===== config.mk =====
export PLATFORM = sky130hd
export DESIGN_NAME = mem_responder
export DESIGN_NICKNAME = d
export VERILOG_FILES = /design/src/rtl/mem_responder.sv
export SDC_FILE = /design/constraint.sdc
export NUM_CORES = 1
export LEC_CHECK = 0
export ABC_AREA = 1
export BUFFER_PORTS_ARGS = -buffer_cell sky130_fd_sc_hd__buf_2
export CAP_MARGIN = 20
export CELL_PAD_IN_SITES_DETAIL_PLACEMENT = 1
export CELL_PAD_IN_SITES_GLOBAL_PLACEMENT = 2
export CORE_MARGIN = 1.5
export CORE_UTILIZATION = 43
export CTS_CLUSTER_DIAMETER = 150
export CTS_CLUSTER_SIZE = 8
export DETAILED_ROUTE_END_ITERATION = 8
export PLACE_DENSITY_LB_ADDON = 0.3
export SYNTH_ARGS = -nofsm -noshare
export SYNTH_HDL_FRONTEND = slang
export SYNTH_SLANG_ARGS = --single-unit

===== constraint.sdc =====
create_clock -name clk -period 5.9 [get_ports clk]
set_input_delay 0.295 -clock clk [delete_from_list [all_inputs] [get_ports clk]]
set_output_delay 0.295 -clock clk [all_outputs]
set_load 0.02 [all_outputs]

===== src/rtl/mem_responder.sv =====
// Single-port memory responder: zero-fill sweep after reset, one-cycle read
// latency, sticky collision error, per-location written tracking and
// saturating request counters.
module mem_responder #(
   parameter int ADDR_W = 5,
   parameter int DATA_W = 8
) (
   input  logic              clk,
   input  logic              rst_n,
   input  logic              read,
   input  logic              write,
   input  logic [ADDR_W-1:0] addr,
   input  logic [DATA_W-1:0] data_in,
   output logic [DATA_W-1:0] data_out,
   output logic              rd_valid,
   output logic              busy,
   output logic              err,
   output logic              uninit,
   output logic [15:0]       wr_count,
   output logic [15:0]       rd_count
);

   localparam int DEPTH = 2 ** ADDR_W;

   typedef enum logic [1:0] {INIT, IDLE, RESP} state_t;

   state_t              state_q, state_d;
   logic [ADDR_W-1:0]   init_addr_q, init_addr_d;
   logic [DEPTH-1:0]    written_q, written_d;
   logic [DATA_W-1:0]   data_out_q, data_out_d;
   logic                rd_valid_q, rd_valid_d;
   logic                uninit_q, uninit_d;
   logic                busy_q, busy_d;
   logic                err_q, err_d;
   logic [15:0]         wr_count_q, wr_count_d;
   logic [15:0]         rd_count_q, rd_count_d;

   logic [DATA_W-1:0]   mem [DEPTH];
   logic                mem_we;
   logic [ADDR_W-1:0]   mem_waddr;
   logic [DATA_W-1:0]   mem_wdata;

   // Next-state logic: init sweep, request decode and output updates
   always_comb begin
      state_d     = state_q;
      init_addr_d = init_addr_q;
      written_d   = written_q;
      data_out_d  = data_out_q;
      rd_valid_d  = 1'b0;
      uninit_d    = 1'b0;
      busy_d      = busy_q;
      err_d       = err_q;
      wr_count_d  = wr_count_q;
      rd_count_d  = rd_count_q;
      mem_we      = 1'b0;
      mem_waddr   = addr;
      mem_wdata   = data_in;

      case (state_q)
         INIT: begin
            mem_we      = 1'b1;
            mem_waddr   = init_addr_q;
            mem_wdata   = '0;
            init_addr_d = init_addr_q + 1'b1;
            if (init_addr_q == '1) begin
               state_d = IDLE;
               busy_d  = 1'b0;
            end
         end
         IDLE, RESP: begin
            // RESP accepts requests exactly like IDLE; a fresh read keeps
            // rd_valid high for back-to-back responses.
            state_d = IDLE;
            if (read && write) begin
               err_d = 1'b1;
            end else if (write) begin
               mem_we          = 1'b1;
               written_d[addr] = 1'b1;
               if (wr_count_q != '1) wr_count_d = wr_count_q + 16'd1;
            end else if (read) begin
               data_out_d = mem[addr];
               rd_valid_d = 1'b1;
               uninit_d   = ~written_q[addr];
               state_d    = RESP;
               if (rd_count_q != '1) rd_count_d = rd_count_q + 16'd1;
            end
         end
         default: state_d = INIT;
      endcase
   end

   // Control and output registers, asynchronously forced back to INIT
   always_ff @(posedge clk or negedge rst_n) begin
      if (!rst_n) begin
         state_q     <= INIT;
         init_addr_q <= '0;
         written_q   <= '0;
         data_out_q  <= '0;
         rd_valid_q  <= 1'b0;
         uninit_q    <= 1'b0;
         busy_q      <= 1'b1;
         err_q       <= 1'b0;
         wr_count_q  <= '0;
         rd_count_q  <= '0;
      end else begin
         state_q     <= state_d;
         init_addr_q <= init_addr_d;
         written_q   <= written_d;
         data_out_q  <= data_out_d;
         rd_valid_q  <= rd_valid_d;
         uninit_q    <= uninit_d;
         busy_q      <= busy_d;
         err_q       <= err_d;
         wr_count_q  <= wr_count_d;
         rd_count_q  <= rd_count_d;
      end
   end

   // Storage array; contents are cleared by the init sweep, not by reset
   always_ff @(posedge clk) begin
      if (mem_we) mem[mem_waddr] <= mem_wdata;
   end

   assign data_out = data_out_q;
   assign rd_valid = rd_valid_q;
   assign uninit   = uninit_q;
   assign busy     = busy_q;
   assign err      = err_q;
   assign wr_count = wr_count_q;
   assign rd_count = rd_count_q;

endmodule


==> metrics.cfg <==
[outcome]
status = complete, no violations

[synth]
synth.ff_latch_count = 339
syn_avg_cell_area_um2 = 9.79
synth_cell_types = 41
synth_flop_cell = edfxtp_1
syn_inst = 1536
synth_area_um2 = 15000
yosysSeqAreaShare = 0.650
yosys_warnings = 0
synthArstFlopShare = 0.245
synth_edf_count = 256
synth.net_count = 1559

[worst_setup_path]
crit_path_frequent_cell = nor2_1
path_class = flip-flop to flip-flop
cp.required_ns = 6.08
cp_top_family = simple AND/OR/NAND/NOR gates
start_kind = flip-flop
critPathMaxStageDelay_ns = 0.67
cp_max_fo = 9
arrival_ns = 3.25
crit_chain = inv_1 > ha_1 > inv_2 > nor3_4 > nor2_1 > nor2_4 > nand3_4 > nor2_1
crit_buf_inv = 2
worstSetupEndpointType = flip-flop
slowest_stage = nor2_1

[global_route]
grt_pass1_vias = 11200
grt_start_max_net_pins = 85
grt_pass1_wl_mm = 64.8
overflow = 0
antenna_found_initial = 0
track_usage = 0.238

[detailed_routing]
drtIter0Drc = 683
vias = 10700
routed_wl_mm = 41.7
wl_per_cell_um = 20.0
drtPass1Iterations = 5
viasPerCell = 5.13
postRouteAntennaNets = 0
drc_errors = 0

[cells_and_area]
final_common_cell = nand2_1
final_cell_area_um2 = 17100
area_growth_pct = 13.7
layout_common_cells = nand2_1 (756), edfxtp_1 (256), nor2_1 (84)
drive_gt1_frac = 0.116
diodes = 0
fin_nets = 1634

[die]
die_y_um = 190
boundaryPins = 61
start_util = 0.436
core_area_um2 = 34500
die_area_um2 = 36100
row_count = 68
die_x_um = 190

[clock_tree]
cts_buffers = 48
cts_tree = yes
clk_transition_reported_paths_ns = 0.06
cts-root-buf = clkbuf_16
holdBufCountCts = 2
insertion_delay_ns = 0.56
cts.sinks = 339
clk_path_buf_depth = 3
h-tree-depth = 2
postCtsResizedCells = 0
postCtsSetupBuffers = 0

[timing]
whs_ns = 0.0605
setup_viol = 0
slew_violations = 0
fin_ws_ns = 2.82
relSlewSlack = 0.290
timing.final.hold_violations = 0
period_share = 0.521
fmax_mhz = 325
grt_setup_unrepaired = no
fin_crit_ns = 3.08
fin_tns_setup_ns = 0
worst_pin_slew_ns = 1.06
finalClockSkew_ns = 0.0155

[place]
dp_hpwl_mm = 26.4
gp_congestion = 0.810
io_buffers = 60
place_area_um2 = 15700
dp_slack_ns = 2.87

[job]
max_cap_violations = 0

[hold_path]
hold_path.class = input pin to flip-flop

[power]
p_leak_nw = 7.33
peakVddDrop_v = 0.000242
powerDensity_nw_per_um2 = 423
power_mw = 7.23

-- worst reg2reg max path, stage by stage (launching register included) --
cell and delay (ns):
dfrtp_1 0.35, inv_1 0.07, ha_1 0.33, inv_2 0.07, nor3_4 0.48, nor2_1 0.15
nor2_4 0.28, nand3_4 0.31, nor2_1 0.67
-- worst paths after layout --
path | start | end | slack, ns | cells after the start
max in group asynchronous | rst_n | rd_count[4] | 4.59 | 3
max | state_q[1] | mem[11][1] | 2.82 | 8
max reg2reg | state_q[1] | mem[11][1] | 2.82 | 8
min in group asynchronous | rst_n | wr_count[13] | 0.11 | 2
min reg2reg | written_q[29] | written_q[29] | 0.46 | 2
min | read | err | 0.06 | 2
-- metal layers --
| metal | up-vias | routed length, um | part of all wire | track usage |
|---|---|---|---|---|
| li1 | 5099 | - | - | - |
| met1 | 5309 | 18500 | 0.44 | 0.313 |
| met2 | 211 | 20400 | 0.49 | 0.409 |
| met3 | 68 | 1730 | 0.041 | 0.0367 |
| met4 | 0 | 971 | 0.023 | 0.0644 |
| met5 | - | 0 | 0 | 0 |
-- power by group --
group / switching, mW / internal [mW]
logic: 1.14 / 0.372
registers: 0.173 / 3.04
clock network: 0.987 / 1.51
-- through the flow --
stage,std cells,utilization
after floorplan,1536,-
after global placement,2013,0.457
after detailed placement,2013,0.457
after CTS,2082,0.496
after global routing,2083,0.496
final,2083,0.496
-- synthesized netlist by cell type (5+ instances only) --
library cell	count	area (um^2)
nor2_1	92	345
buf_2	32	160
nand3_1	40	200
o21ai_2	6	52.6
nor3_4	5	81.3
inv_1	82	308
dfrtp_1	82	2050
or2_2	8	50.1
buf_6	5	56.3
inv_2	11	41.3
ha_1	6	75.1
o21ai_0	34	170
buf_4	8	60.1
nand2_1	756	2840
o21ai_1	15	75.1
o21bai_1	16	120
edfxtp_1	256	7690
nor3_1	12	60.1
xor2_1	16	140
-- logic make-up after synthesis --
logic type	count (synthesis)	synth area share
adder cells (fa/ha/maj)	6	0.00499
AO/OA/AOI/OAI	83	0.0337
flip-flops	339	0.650
AND/OR/NAND/NOR	942	0.256
buffers and inverters	146	0.0437
XOR/XNOR	20	0.0117
-- area by class of cell --
cell class	instances	area, um^2
Clock buffer	65	1310
Multi-Input combinational cell	1051	4640
Fill cell	3861	17400
Timing Repair Buffer	77	438
Tap cell	455	569
Sequential cell	339	9770
Clock inverter	2	23.8
Inverter	94	354
-- sequential cells by signal, indices dropped and copies added, names as in the netlist --
| signal | cells |
|---|---|
| mem | 256 |
| written_q | 32 |
| rd_count | 16 |
| wr_count | 16 |
| data_out | 8 |
| init_addr_q | 5 |
| state_q | 2 |
| busy | 1 |
| err | 1 |
| rd_valid | 1 |
| uninit | 1 |
No activity file was read; power rests on OpenSTA's default activity.
